<file path="src/rtl/dmem_arb_pkg.sv">
// dmem_arb_pkg: shared constants and the response record for dmem_arbiter.
package dmem_arb_pkg;

  localparam logic PORT_C = 1'b0;
  localparam logic PORT_D = 1'b1;

  localparam int unsigned DMEM_BYTES        = 4096;
  localparam int unsigned DEFAULT_ADDR_BITS = $clog2(DMEM_BYTES);

  typedef struct packed {
    logic vld;
    logic id;
    logic is_load;
    logic err;
  } rsp_t;

endpackage

</file>
<file path="src/rtl/dmem_arbiter_if.sv">
// dmem_arbiter_if: one requester's valid/ready request channel plus its
// response pulse. master = requester side, slave = arbiter side.
interface dmem_arbiter_if;

  logic        req_valid;
  logic        req_ready;
  logic        req_we;
  logic [31:0] req_addr;
  logic [31:0] req_wdata;
  logic [3:0]  req_wstrb;
  logic        resp_valid;
  logic [31:0] resp_rdata;
  logic        resp_err;

  modport master (
    output req_valid, req_we, req_addr, req_wdata, req_wstrb,
    input  req_ready, resp_valid, resp_rdata, resp_err
  );

  modport slave (
    input  req_valid, req_we, req_addr, req_wdata, req_wstrb,
    output req_ready, resp_valid, resp_rdata, resp_err
  );

endinterface

</file>
<file path="src/rtl/dmem_arbiter_arb2_pick.sv">
// arb2_pick: combinational two-way grant. req[0] is port C, req[1] is port D.
// On conflict prio selects the winner (0 = C, 1 = D); gnt is one-hot or zero.
module arb2_pick (
  input  logic [1:0] req,
  input  logic       prio,
  output logic [1:0] gnt
);

  // Pass a lone request straight through, resolve a conflict by prio.
  always_comb begin
    gnt = '0;
    if (req[0] && req[1]) begin
      gnt = prio ? 2'b10 : 2'b01;
    end else begin
      gnt = req;
    end
  end

endmodule

</file>
<file path="src/rtl/dmem_arbiter.sv">
// dmem_arbiter: shares the single-ported data_mem between the core (port C)
// and a DMA/loader (port D). One accept per cycle, memory strobes in the
// accept cycle, one in-order response exactly one cycle later. Out-of-range
// addresses are answered with err and never reach memory.
// Build option: define DMEM_ARB_RR_EN for round-robin arbitration; otherwise
// fixed priority with C first.
module dmem_arbiter
  import dmem_arb_pkg::*;
#(
  parameter int unsigned ADDR_BITS = DEFAULT_ADDR_BITS
) (
  input  logic           clk,
  input  logic           rst,
  dmem_arbiter_if.slave  c,
  dmem_arbiter_if.slave  d,
  output logic           mem_re,
  output logic [31:0]    mem_raddr,
  output logic           mem_we,
  output logic [31:0]    mem_waddr,
  output logic [31:0]    mem_wdata,
  output logic [3:0]     mem_wstrb,
  input  logic [31:0]    mem_rdata
);

  logic [1:0]  req;
  logic [1:0]  gnt;
  logic        prio;
  logic        accept;
  logic        sel;
  logic        sel_we;
  logic [31:0] sel_addr;
  logic [31:0] sel_wdata;
  logic [3:0]  sel_wstrb;
  logic        in_range;
  rsp_t        rsp;
  logic        resp_live;
  logic [31:0] resp_data;

  // Reset masks the requests so no ready or strobe can appear while rst is high.
  assign req = {d.req_valid, c.req_valid} & {2{~rst}};

`ifdef DMEM_ARB_RR_EN
  logic last_grant;

  // Remember the most recent winner; reset as if D went last so C is favoured.
  always_ff @(posedge clk) begin
    if (rst) begin
      last_grant <= PORT_D;
    end else if (accept) begin
      last_grant <= gnt[1];
    end
  end

  assign prio = ~last_grant;
`else
  assign prio = PORT_C;
`endif

  arb2_pick u_pick (
    .req  (req),
    .prio (prio),
    .gnt  (gnt)
  );

  assign accept      = |gnt;
  assign sel         = gnt[1];
  assign c.req_ready = gnt[0];
  assign d.req_ready = gnt[1];

  // Steer the granted port's request fields onto a single request path.
  always_comb begin
    sel_we    = c.req_we;
    sel_addr  = c.req_addr;
    sel_wdata = c.req_wdata;
    sel_wstrb = c.req_wstrb;
    if (sel == PORT_D) begin
      sel_we    = d.req_we;
      sel_addr  = d.req_addr;
      sel_wdata = d.req_wdata;
      sel_wstrb = d.req_wstrb;
    end
  end

  assign in_range = (sel_addr >> ADDR_BITS) == 32'd0;

  // Drive exactly one memory port for an accepted in-range request, none otherwise.
  always_comb begin
    mem_re    = 1'b0;
    mem_raddr = '0;
    mem_we    = 1'b0;
    mem_waddr = '0;
    mem_wdata = '0;
    mem_wstrb = '0;
    if (accept && in_range) begin
      if (sel_we) begin
        mem_we    = 1'b1;
        mem_waddr = sel_addr;
        mem_wdata = sel_wdata;
        mem_wstrb = sel_wstrb;
      end else begin
        mem_re    = 1'b1;
        mem_raddr = sel_addr;
      end
    end
  end

  // Capture who gets answered next cycle; idle cycles clear it so responses pulse.
  always_ff @(posedge clk) begin
    if (rst) begin
      rsp <= '0;
    end else if (accept) begin
      rsp.vld     <= 1'b1;
      rsp.id      <= sel;
      rsp.is_load <= ~sel_we;
      rsp.err     <= ~in_range;
    end else begin
      rsp <= '0;
    end
  end

  // A response falling in a reset cycle is dropped rather than delayed.
  assign resp_live = rsp.vld & ~rst;
  assign resp_data = (rsp.is_load && !rsp.err) ? mem_rdata : '0;

  assign c.resp_valid = resp_live & (rsp.id == PORT_C);
  assign c.resp_rdata = c.resp_valid ? resp_data : '0;
  assign c.resp_err   = c.resp_valid & rsp.err;

  assign d.resp_valid = resp_live & (rsp.id == PORT_D);
  assign d.resp_rdata = d.resp_valid ? resp_data : '0;
  assign d.resp_err   = d.resp_valid & rsp.err;

endmodule
</file>
<file path="src/flat_wrapper.sv">
// flat-port wrapper written by rule: the top's interface ports become plain ports
module dmem_arbiter_flat import dmem_arb_pkg::*;
#(
  parameter int unsigned ADDR_BITS = DEFAULT_ADDR_BITS
)
  (clk, rst, mem_re, mem_raddr, mem_we, mem_waddr, mem_wdata, mem_wstrb, mem_rdata, c_req_valid, c_req_we, c_req_addr, c_req_wdata, c_req_wstrb, c_req_ready, c_resp_valid, c_resp_rdata, c_resp_err, d_req_valid, d_req_we, d_req_addr, d_req_wdata, d_req_wstrb, d_req_ready, d_resp_valid, d_resp_rdata, d_resp_err);
  dmem_arbiter_if c_i ();
  dmem_arbiter_if d_i ();
  input  logic clk;
  input  logic rst;
  output logic mem_re;
  output logic [31:0] mem_raddr;
  output logic mem_we;
  output logic [31:0] mem_waddr;
  output logic [31:0] mem_wdata;
  output logic [3:0] mem_wstrb;
  input  logic [31:0] mem_rdata;
  input wire logic [$bits(c_i.req_valid)-1:0] c_req_valid;
  input wire logic [$bits(c_i.req_we)-1:0] c_req_we;
  input wire logic [$bits(c_i.req_addr)-1:0] c_req_addr;
  input wire logic [$bits(c_i.req_wdata)-1:0] c_req_wdata;
  input wire logic [$bits(c_i.req_wstrb)-1:0] c_req_wstrb;
  output wire logic [$bits(c_i.req_ready)-1:0] c_req_ready;
  output wire logic [$bits(c_i.resp_valid)-1:0] c_resp_valid;
  output wire logic [$bits(c_i.resp_rdata)-1:0] c_resp_rdata;
  output wire logic [$bits(c_i.resp_err)-1:0] c_resp_err;
  input wire logic [$bits(d_i.req_valid)-1:0] d_req_valid;
  input wire logic [$bits(d_i.req_we)-1:0] d_req_we;
  input wire logic [$bits(d_i.req_addr)-1:0] d_req_addr;
  input wire logic [$bits(d_i.req_wdata)-1:0] d_req_wdata;
  input wire logic [$bits(d_i.req_wstrb)-1:0] d_req_wstrb;
  output wire logic [$bits(d_i.req_ready)-1:0] d_req_ready;
  output wire logic [$bits(d_i.resp_valid)-1:0] d_resp_valid;
  output wire logic [$bits(d_i.resp_rdata)-1:0] d_resp_rdata;
  output wire logic [$bits(d_i.resp_err)-1:0] d_resp_err;
  assign c_i.req_valid = c_req_valid;
  assign c_i.req_we = c_req_we;
  assign c_i.req_addr = c_req_addr;
  assign c_i.req_wdata = c_req_wdata;
  assign c_i.req_wstrb = c_req_wstrb;
  assign c_req_ready = c_i.req_ready;
  assign c_resp_valid = c_i.resp_valid;
  assign c_resp_rdata = c_i.resp_rdata;
  assign c_resp_err = c_i.resp_err;
  assign d_i.req_valid = d_req_valid;
  assign d_i.req_we = d_req_we;
  assign d_i.req_addr = d_req_addr;
  assign d_i.req_wdata = d_req_wdata;
  assign d_i.req_wstrb = d_req_wstrb;
  assign d_req_ready = d_i.req_ready;
  assign d_resp_valid = d_i.resp_valid;
  assign d_resp_rdata = d_i.resp_rdata;
  assign d_resp_err = d_i.resp_err;
  dmem_arbiter #(.ADDR_BITS(ADDR_BITS)) u_core (.clk(clk), .rst(rst), .c(c_i), .d(d_i), .mem_re(mem_re), .mem_raddr(mem_raddr), .mem_we(mem_we), .mem_waddr(mem_waddr), .mem_wdata(mem_wdata), .mem_wstrb(mem_wstrb), .mem_rdata(mem_rdata));
endmodule
</file>
<file path="config.mk">
export PLATFORM = sky130hd
export DESIGN_NAME = dmem_arbiter_flat
export DESIGN_NICKNAME = d
export VERILOG_FILES = /design/src/rtl/dmem_arb_pkg.sv /design/src/rtl/dmem_arbiter_if.sv /design/src/rtl/dmem_arbiter_arb2_pick.sv /design/src/rtl/dmem_arbiter.sv /design/src/flat_wrapper.sv
export SDC_FILE = /design/constraint.sdc
export NUM_CORES = 1
export LEC_CHECK = 0
export BUFFER_PORTS_ARGS = -buffer_cell sky130_fd_sc_hd__buf_2
export CORE_AREA = 2 2 135 137
export CTS_BUF_LIST = sky130_fd_sc_hd__clkbuf_16
export DETAILED_ROUTE_END_ITERATION = 7
export DIE_AREA = 0 0 137 139
export PLACE_DENSITY = 0.39
export SETUP_SLACK_MARGIN = 0.2
export SLEW_MARGIN = 20
export SYNTH_ARGS = -nofsm -noshare
export SYNTH_HDL_FRONTEND = slang
export SYNTH_SLANG_ARGS = --single-unit
</file>
<file path="constraint.sdc">
create_clock -name clk -period 2.7 [get_ports clk]
set_input_delay 0 -clock clk [delete_from_list [all_inputs] [get_ports clk]]
set_output_delay 0 -clock clk [all_outputs]
set_load 0.1 [all_outputs]
</file>
After elaboration in Yosys (flattened, before gate mapping)
Index checks and enable logic that the tools add are counted.
{"block": "word_totals", "regBits": 4, "latch_bits": 0, "ram_bits": 0, "romBits": 0, "inputBits": 174, "output_inout_bits": 172, "wordCells": 43, "n_memories": 0}
{"block": "op_classes", "n_addsub": 0, "mul": 0, "div_mod_pow": 0, "order_cmp": 0, "n_eq_ne": 0, "shifts": 0, "n_mux": 21, "bitwise": 11, "reduce_logical": 7}
{"op": "two-way mux 32 bit", "n": 11}
{"op": "zero test 32 bit", "n": 1}
{"op": "two-way mux 4 bit", "n": 4}
{"op": "bitwise AND 1 bit", "n": 5}
{"op": "two-way mux 1 bit", "n": 5}
{"op": "inverter 1 bit", "n": 5}
{"op": "OR reduction 2 bit", "n": 2}
{"op": "logical AND 1 bit", "n": 3}
{"op": "bitwise AND 2 bit", "n": 1}
{"op": "two-way mux 2 bit", "n": 1}
{"op": "zero test 1 bit", "n": 1}

Longest topological paths before layout
Gate-level depths: netlist (run 1).
{"block": "logic_depth", "ltp_word": 8, "ltp_mapped": 7, "ltp_nobuf": 4}

Hierarchy
Synthesis (run 1) repeated with hierarchy kept, for this count alone.
{"block": "unflattened", "cells_unflattened": 296, "hier_area_um2": 1926.8}
{"mod": "dmem_arbiter", "n_inst": 1, "cells_per_inst": 293, "area_each_um2": 1908.1, "seq_area_each_um2": 80.1}
{"mod": "arb2_pick", "n_inst": 1, "cells_per_inst": 3, "area_each_um2": 18.8, "seq_area_each_um2": 0.0}

Least setup slack after synthesis (run 1)
OpenSTA, ideal clock, no wires.
{"block": "synth_path", "kind": "input -> output", "start": "input c_req_addr[22]", "end": "output mem_waddr[10]", "arrival_time_ps": 3111, "required_ps": 2700, "setup_slack_ps": -411, "stages": 5, "n_path_buf": 1, "cell_sequence": "or4_4 -> nor3_4 -> o21ai_2 -> clkbuf_1 -> nor3_1"}
{"block": "synth_via", "elab_chain_len": 4}
{"item": "from (decl)", "line": "flat_wrapper.sv:20", "rtl": "input wire logic [$bits(c_i.req_addr)-1:0] c_req_addr;"}
{"item": "two-way mux 32 bit", "line": "dmem_arbiter.sv:76", "rtl": "if (sel == PORT_D) begin"}
{"item": "zero test 32 bit", "line": "dmem_arbiter.sv:84", "rtl": "assign in_range = (sel_addr >> ADDR_BITS) == 32'd0;"}
{"item": "logical AND 1 bit", "line": "dmem_arbiter.sv:94", "rtl": "if (accept && in_range) begin"}
{"item": "two-way mux 32 bit", "line": "dmem_arbiter.sv:94"}
{"item": "to (decl)", "line": "flat_wrapper.sv:14", "rtl": "output logic [31:0] mem_waddr;"}
No other way between the ends.

Final worst setup path (run 1)
{"block": "layout_path", "start": "input rst", "end": "output mem_wdata[18]"}
{"block": "layout_via", "elab_chain_len": 8, "word_cells_on_any_way": 12, "cone_classes": "mux: 6; bitwise: 2; reduce/logical: 4"}
{"item": "from (decl)", "line": "flat_wrapper.sv:10", "rtl": "input logic rst;"}
{"item": "inverter 1 bit *", "line": "dmem_arbiter.sv:40", "rtl": "assign req = {d.req_valid, c.req_valid} & {2{~rst}};"}
{"item": "bitwise AND 2 bit *", "line": "dmem_arbiter.sv:40"}
{"item": "logical AND 1 bit", "line": "dmem_arbiter_arb2_pick.sv:12", "rtl": "if (req[0] && req[1]) begin"}
{"item": "two-way mux 2 bit *", "line": "dmem_arbiter_arb2_pick.sv:12"}
{"item": "two-way mux 32 bit", "line": "dmem_arbiter.sv:76"}
{"item": "zero test 32 bit", "line": "dmem_arbiter.sv:84"}
{"item": "logical AND 1 bit", "line": "dmem_arbiter.sv:94"}
{"item": "two-way mux 32 bit *", "line": "dmem_arbiter.sv:94"}
{"item": "to (decl)", "line": "flat_wrapper.sv:15", "rtl": "output logic [31:0] mem_wdata;"}
Mark *: on every way between the ends. The rest lies on a longest branch, timed or not.

==> results of run 1 <==
Yosys cell counts, types with 3 or more instances:
library cell / n
nor3b_1: 3
nor3_1: 40
and3_1: 67
dfxtp_1: 4
nor3_2: 20
and2_1: 3
nor4_1: 8
buf_6: 4
clkbuf_1: 17
buf_2: 12
mux2i_1: 48
buf_4: 40
how the worst max path moves through the flow:
stage	startpoint	end	slack, ns	cells after the start
global placement	rst	mem_wdata[21]	0.68	9
finish	rst	mem_wdata[18]	0.68	9
detailed placement	rst	mem_wdata[16]	0.65	9
global route	rst	mem_wdata[15]	0.54	9
CTS	rst	mem_wdata[18]	0.64	9
floorplan	c_req_addr[22]	mem_waddr[10]	-0.41	5
logic make-up after synthesis:
family,Yosys count,share of synthesized area [%]
compound gates,5,1.50
buf+inv,73,22.4
other cells,1,0.179
simple gates,157,49.1
mux,48,23.0
flops,4,3.83
critical path, cell delays in order:
cell     delay (ns)
buf_2          0.15
nor3b_2        0.20
buf_4          0.25
and3_1         0.29
o21ai_4        0.08
buf_4          0.29
buf_4          0.27
nor3_2         0.26
buf_12         0.21
power by group:
part	internal (uW)	switching, uW
Clock	189	38.4
Sequential	63.0	1.86
Combinational	137	403
final cells by class:
cell class,count,area [um2]
Multi-Input combinational cell,250,1780
Clock buffer,3,75.1
Timing Repair Buffer,315,2470
Sequential cell,4,80.1
Tap cell,229,287
Fill cell,1915,13000
metrics by stage:
step | power (uW) | utilization (%) | setup slack (ns) | hold WS (ns) | cell area (um2)
5_1_grt | 875 | 26.6 | 0.538 | 0.0596 | 4690
6_report | 832 | 26.6 | 0.678 | 0.0535 | 4690
2_1_floorplan | 497 | - | -0.411 | 0.0751 | 2310
3_5_place_dp | 607 | 26.2 | 0.651 | 0.285 | 4620
4_1_cts | 840 | 26.6 | 0.636 | 0.0525 | 4690
3_3_place_gp | 609 | 26.2 | 0.677 | 0.281 | 4620
metal layers:
layer	vias to the layer above	wire [um]	track usage, %
met5	-	0	0
met4	0	46	0.651
met3	4	1180	2.92
met2	187	5470	19.0
met1	1314	3580	9.82
li1	1539	-	-
==> out/qor.csv, run 1 <==
stage,metric,value,unit
logic_synthesis,"Cell Area, Synth",0.00209,mm2
cells_and_area,ant diodes,0,
worst_setup_path,crit path DAT,2.02,ns
clocking,CTS resizes,0,
timing,setup TNS,0,ns
cells_and_area,layout overhead on the synthesized area,124,%
worst_setup_path,Worst Setup Start Kind,primary input,
timing,Slew HR,65.7,%
cells_and_area,post-layout instance count excluding filler cells,801,
timing,Worst-Margin Slew,0.515,ns
logic_synthesis,warnings from Yosys,0,
logic_synthesis,Synth Register Bits,4,
logic_synthesis,Post-synth ARST share,0,%
timing,RSZ-0062 raised after global routing,no,
grt,largest net degree at the start of global routing,65,
cells_and_area,Reg with most FFs,u_core.rsp,
pwr,pwr/cell area,177,mW/mm2
floorplan,row cnt,49,
logic_synthesis,Synth top area share,23.0,%
worst_setup_path,"Req. time, crit path",2.70,ns
clocking,Post-CTS Hold Fix Bufs,0,
timing,"Slew Viols, Final",0,
worst_setup_path,Crit Path Max Fanout,39,
placed_design,HPWL after DPL,8940,um
logic_synthesis,number of synthesized flops with an enable pin,0,
timing,Max Freq,495,MHz
min_path,Hold Crit Start,c_req_valid,
placed_design,Port Buf Inserts,305,
route,DR WL/cell,12.8,um
route,via count,3044,
floorplan,DIE HEIGHT,139,um
logic_synthesis,"Top FF cell, synth",dfxtp_1,
min_path,HP Class,in -> reg,
timing,min cycle time layout,2.02,ns
cells_and_area,nets,748,
floorplan,Top Ports,346,
route,Residual DRC,0,
cells_and_area,layout cells sized above 1,63.1,%
floorplan,die width,137,um
grt,vias in the first global route,2779,
logic_synthesis,cells after synthesis,288,
route,"antenna viol nets, final",0,
grt,antenna violations before repair,0,
run,Max Cap Violations,0,
clocking,post-CTS setup buffer count,0,
worst_setup_path,Worst setup EP type,primary output,
pwr,Peak VDD IR,188,uV
placed_design,Post-Place Cells,798,
logic_synthesis,register area share after synthesis,3.83,%
min_path,WHS Path Cells,2,
clocking,CTS tree,built,
floorplan,Core ar.,0.0177,mm2
clocking,H-tree depth,1,
route,drt first pass iters,4,
grt,first-pass GRT wire length,14400,um
clocking,Root Buffer,clkbuf_16,
min_path,Hold EP,u_core.rsp[2],
logic_synthesis,count of cell types in the netlist,30,
clocking,Num CTS Buffers,3,
clocking,CTS Sinks,4,
route,Via density,3.80,
worst_setup_path,kind of critical path,in -> out,
clocking,clock buffer depth,2,
grt,Congestion Overflow GR,0,
timing,Final setup viols,0,
cells_and_area,"most common cell after layout, fill and taps aside",buf_2,
timing,"Hold Vio Cnt, Final",0,
logic_synthesis,syn avg cell area,7.26,um2
logic_synthesis,Yosys top cell by area,mux2i_1,
route,initial drt markers,55,
outcome,outcome,completed,
floorplan,die area,0.0190,mm2
grt,Tot GR Track Use,9.48,%
cells_and_area,"commonest cells after routing, fill and taps aside","buf_2, and3_1, buf_12, mux2i_1, conb_1",
timing,Tcrit/Tclk final,74.9,%
floorplan,Initial Util,11.8,%
cells_and_area,largest registers,u_core.rsp: 4 flops,
logic_synthesis,leading post-synthesis cells by cell area,"mux2i_1, and3_1, buf_4, nor3_1, nor3_2",
route,final wirelength,10300,um
pwr,Lkg Pwr,0.00243,uW
placed_design,routability-driven placement congestion ratio,0.731,
clocking,Worst-path clk slew,0.03,ns
cells_and_area,max FFs per register,4,
Power figures use the tool's default switching activity.
==> inputs of run 2 (changes only) <==
- PLACE_DENSITY: 0.39 -> 0.4
- clock period: 2.7 -> 1.65 ns (I/O delays scaled with it)
==> out/qor.csv, run 2 (synthesized netlist as in run 1, its figures left out) <==
stage,metric,value,unit
cells_and_area,max FFs per register,4,
floorplan,die area,0.0190,mm2
outcome,failing checks,setup timing,
floorplan,row cnt,49,
cells_and_area,layout overhead on the synthesized area,246,%
clocking,Num CTS Buffers,3,
cells_and_area,Reg with most FFs,u_core.rsp,
pwr,Lkg Pwr,0.00337,uW
floorplan,die width,137,um
floorplan,DIE HEIGHT,139,um
placed_design,routability-driven placement congestion ratio,0.836,
worst_setup_path,"Req. time, crit path",1.65,ns
pwr,Final Total Pwr,1590,uW
placed_design,placed standard-cell area,0.00672,mm2
worst_setup_path,Crit Path Max Fanout,9,
timing,final worst slack,-0.0527,ns
timing,Worst-Margin Slew,0.486,ns
placed_design,HPWL after DPL,11700,um
route,initial drt markers,44,
outcome,outcome,"finished, violations left",
timing,Slew HR,66.7,%
timing,min cycle time layout,1.70,ns
clocking,CTS tree,built,
timing,Final setup viols,36,
cells_and_area,"most common cell after layout, fill and taps aside",buf_2,
grt,Tot GR Track Use,13.1,%
timing,RSZ-0062 raised after global routing,yes,
timing,setup TNS,-0.925,ns
floorplan,Initial Util,11.8,%
timing,Max Freq,587,MHz
floorplan,Core ar.,0.0177,mm2
clocking,H-tree depth,1,
route,DR WL/cell,16.1,um
pwr,pwr/cell area,219,mW/mm2
timing,"Hold Vio Cnt, Final",0,
route,Via density,4.00,
route,final wirelength,13700,um
worst_setup_path,Worst setup EP type,primary output,
cells_and_area,layout cells sized above 1,83.1,%
worst_setup_path,Worst Setup Start Kind,primary input,
grt,vias in the first global route,3437,
clocking,Root Buffer,clkbuf_16,
clocking,Post-CTS Hold Fix Bufs,0,
clocking,clock buffer depth,2,
route,via count,3385,
timing,"Slew Viols, Final",0,
pwr,Peak VDD IR,232,uV
cells_and_area,post-layout instance count excluding filler cells,847,
clocking,CTS Sinks,4,
grt,antenna violations before repair,2,
cells_and_area,Final Cell Area,0.00724,mm2
grt,first-pass GRT wire length,19300,um
run,Max Cap Violations,0,
worst_setup_path,kind of critical path,in -> out,
placed_design,Post-Place Cells,830,
clocking,Worst-path clk slew,0.03,ns
grt,largest net degree at the start of global routing,65,
cells_and_area,"commonest cells after routing, fill and taps aside","buf_2, buf_12, nor3_4, and3_4, mux2i_1",
cells_and_area,nets,793,
grt,Congestion Overflow GR,0,
min_path,HP Class,in -> reg,
route,drt first pass iters,4,
cells_and_area,FILL cells,1679,
timing,Min Hold Slack,0.0154,ns
route,Residual DRC,0,
timing,Tcrit/Tclk final,103,%
cells_and_area,largest registers,u_core.rsp: 4 flops,
worst_setup_path,crit path DAT,1.70,ns
route,"antenna viol nets, final",0,
floorplan,Top Ports,346,
placed_design,Port Buf Inserts,305,
-- run 2: layer usage --
metal	vias up	GRT usage, %	part of all wire (%)
li1	1642	-	-
met1	1547	13.2	32
met2	186	26.9	59
met3	10	2.60	7.6
met4	0	2.12	1.2
met5	-	0	0
-- run 2: report_power, final --
group	total [uW]	switching [uW]	leakage [uW]	internal (uW)
logic	1110	766	0.00330	340
registers	108	4.11	0.0000337	103
clock network	373	63.6	0.0000370	309
total	1590	834	0.00337	753
-- run 2: worst paths after layout --
path                        from       endpoint  slack (ns)  cells past startpoint
setup / recovery  c_req_addr[18]   mem_waddr[3]       -0.05                      7
hold / removal       c_req_valid  u_core.rsp[2]        0.02                      2
-- run 2: worst max-delay path, cell delays in order --
cell     delay, ns
buf_6         0.09
or4_4         0.54
nor3_4        0.27
o21ai_4       0.17
buf_12        0.20
nor3_4        0.23
buf_12        0.20
-- run 2: final cells by class --
cell class / instances / area (um2) / area share [%]
Multi-Input combinational cell: 251 / 2620 / 36.2
Tap cell: 229 / 287 / 3.96
Antenna cell: 1 / 2.50 / 0.0346
Timing Repair Buffer: 359 / 4180 / 57.7
Sequential cell: 4 / 81.3 / 1.12
Clock buffer: 3 / 75.1 / 1.04
-- run 2: per-stage QoR --
step,util [%],setup slack (ns)
global placement,38.1,-0.142
detailed placement,38.1,-0.113
global route,41.0,-0.113
floorplan,-,-0.272
CTS,39.1,-0.0582
finish,41.0,-0.0527
-- run 2: timing repair --
action	4_1_cts	5_1_grt
buffers inserted	1	6
resized for setup	18	47
gates cloned	1	5
setup endpoints to repair	84	88
pin swaps	6	27
==> inputs of run 3 (changes only) <==
- ABC_AREA: default -> 1
- CORE_AREA: 2 2 135 137 -> 2 2 133 135
- DIE_AREA: 0 0 137 139 -> 0 0 135 137
- PLACE_DENSITY: 0.4 -> 0.44
==> out/qor.csv, run 3 <==
stage,metric,value,unit
worst_setup_path,"Slowest-stage cell, CP",buf_12,
grt,Tot GR Track Use,15.6,%
grt,GRT met2 Usage,30.6,%
worst_setup_path,Max stage delay on crit path,0.18,ns
route,"antenna viol nets, final",0,
cells_and_area,largest registers,u_core.rsp: 4 flops,
clocking,Root Buffer,clkbuf_16,
placed_design,Port Buf Inserts,305,
route,Via density,3.96,
grt,M1 GR Usage,18.3,%
route,via count,4456,
logic_synthesis,Synth top area share,33.9,%
cells_and_area,Reg with most FFs,u_core.rsp,
worst_setup_path,Worst Setup Start Kind,primary input,
route,initial drt markers,89,
placed_design,placed standard-cell area,0.00762,mm2
logic_synthesis,count of cell types in the netlist,18,
timing,Tcrit/Tclk final,103,%
outcome,failing checks,setup timing,
min_path,HP Class,in -> reg,
timing,setup TNS,-1.96,ns
logic_synthesis,most frequent cell after synthesis,nand2_1,
logic_synthesis,Post-synth ARST share,0,%
pwr,P_int,893,uW
pwr,pwr/cell area,247,mW/mm2
pwr,Peak VDD IR,224,uV
grt,vias in the first global route,4323,
logic_synthesis,"Cell Area, Synth",0.00252,mm2
worst_setup_path,"Req. time, crit path",1.65,ns
logic_synthesis,warnings from Yosys,0,
timing,Max Freq,588,MHz
route,drt first pass iters,6,
grt,first-pass GRT wire length,23000,um
floorplan,Core ar.,0.0171,mm2
pwr,combinational fraction of design power,76.7,%
route,DR WL/cell,13.7,um
cells_and_area,"commonest cells after routing, fill and taps aside","nand2_1, buf_2, buf_12, inv_1, nor2_4",
route,final wirelength,15400,um
placed_design,Post-Place Cells,1090,
logic_synthesis,syn avg cell area,4.48,um2
outcome,outcome,"finished, violations left",
timing,min cycle time layout,1.70,ns
logic_synthesis,register area share after synthesis,3.17,%
worst_setup_path,Crit Path Max Fanout,8,
floorplan,Initial Util,14.8,%
route,Residual DRC,0,
worst_setup_path,Worst setup EP type,primary output,
cells_and_area,Final Cell Area,0.00837,mm2
floorplan,row cnt,48,
cells_and_area,FILL cells,1586,
worst_setup_path,crit path DAT,1.70,ns
logic_synthesis,synth cell count leaders,"nand2_1, inv_1, nor2_1, nor3_1, buf_4",
pwr,Final Total Pwr,2070,uW
timing,"Hold Vio Cnt, Final",0,
pwr,Clk network pwr share,17.8,%
pwr,switching share of power,56.9,%
timing,"Slew Viols, Final",0,
floorplan,die area,0.0185,mm2
worst_setup_path,kind of critical path,in -> out,
logic_synthesis,Synth Register Bits,4,
clocking,CTS Sinks,4,
run,Max Cap Violations,0,
floorplan,DIE HEIGHT,137,um
placed_design,routability-driven placement congestion ratio,0.779,
placed_design,HPWL after DPL,12500,um
floorplan,Top Ports,346,
clocking,Worst-path clk slew,0.03,ns
clocking,Post-CTS Hold Fix Bufs,0,
timing,RSZ-0062 raised after global routing,yes,
clocking,H-tree depth,1,
timing,Final setup viols,49,
timing,final worst slack,-0.0496,ns
grt,met3 usage,3.00,%
pwr,Lkg Pwr,0.00414,uW
cells_and_area,nets,1075,
logic_synthesis,leading post-synthesis cells by cell area,"nand2_1, nor3_1, inv_1, buf_4, nor2_1",
worst_setup_path,critical path's top delay family,simple AND/OR/NAND/NOR gates,
cells_and_area,max FFs per register,4,
logic_synthesis,number of synthesized flops with an enable pin,0,
cells_and_area,Layout Utilization,49.1,%
logic_synthesis,"Top FF cell, synth",dfxtp_1,
cells_and_area,register area,85.1,um2
clocking,CTS tree,built,
worst_setup_path,CP dominant cell by count,nor2_4,
grt,antenna violations before repair,0,
logic_synthesis,Yosys top cell by area,nand2_1,
pwr,Flop pwr share,5.5,%
cells_and_area,layout cells sized above 1,59.5,%
clocking,Num CTS Buffers,3,
pwr,switching power,1180,uW
cells_and_area,multi-input logic area,0.00310,mm2
cells_and_area,layout overhead on the synthesized area,232,%
worst_setup_path,CP Cell Sequence,buf_8 > buf_4 > nor2_4 > nand3_1 > nand2_1 > nand2_1 > nor2_2 > nand2_2 > nor2_4 > nand3_4 > buf_12 > buf_16 > nor2_4 > buf_12,
cells_and_area,post-layout instance count excluding filler cells,1124,
logic_synthesis,cells after synthesis,563,
clocking,clock buffer depth,2,
grt,Congestion Overflow GR,0,
floorplan,die width,135,um
cells_and_area,"most common cell after layout, fill and taps aside",nand2_1,
cells_and_area,ant diodes,0,
grt,GR peak layer,met2,
worst_setup_path,Buf/Inv on CP,5,
grt,largest net degree at the start of global routing,41,
==> run 3: layout make-up <==
cell class,instances,area share (%)
Multi-Input combinational cell,438,37.1
Tap cell,225,3.36
Sequential cell,4,1.02
Clock buffer,3,0.897
Inverter,84,4.18
Timing Repair Buffer,370,53.5
==> run 3: through the flow <==
stage / hold WS (ns) / setup WS (ns)
floorplan: 0.0650 / -0.767
global placement: 0.320 / -0.185
detailed placement: 0.321 / -0.212
CTS: 0.0619 / -0.0829
global route: 0.0703 / -0.162
finish: 0.0593 / -0.0496
==> run 3: what timing repair did <==
action	4_1_cts	5_1_grt
resized for setup	49	19
endpoints found under the hold margin	0	0
pin swaps	37	44
setup endpoints to repair	118	129
buffers inserted	16	5
cloned	9	1
==> run 3: cells by family (layout without fill, tap and decap cells) <==
group / after synthesis / in the layout / synth area share (%)
AO/OA/AOI/OAI: 16 / 16 / 3.17
buffers and inverters: 161 / 457 / 31.3
flip-flops: 4 / 4 / 3.17
other: 1 / 40 / 0.149
AND/OR/NAND/NOR: 381 / 382 / 62.3
==> run 3: worst paths after layout <==
| check | startpoint | to | slack [ns] | cells past startpoint |
|---|---|---|---|---|
| max | rst | mem_wdata[17] | -0.05 | 14 |
| min | rst | u_core.rsp[2] | 0.06 | 4 |
==> run 3: worst min-delay path, delay by kind of cell <==
| family | cells | cell delay, ns |
|---|---|---|
| buf+inv | 2 | 0.13 |
| simple gates | 2 | 0.11 |
==> run 3: routing by layer <==
metal,wire length (um),vias to the layer above
li1,-,2279
met1,5690,1960
met2,8400,215
met3,1250,2
met4,36,0
met5,0,-
==> run 3: power by group through the flow <==
stage | Combinational (uW) | Sequential [uW] | Clock (uW)
after detailed placement | 1480 | 114 | 0
after CTS | 1570 | 113 | 375
after global routing | 1690 | 114 | 381
after floorplan | 1140 | 112 | 0
final | 1590 | 113 | 369
after global placement | 1480 | 114 | 0
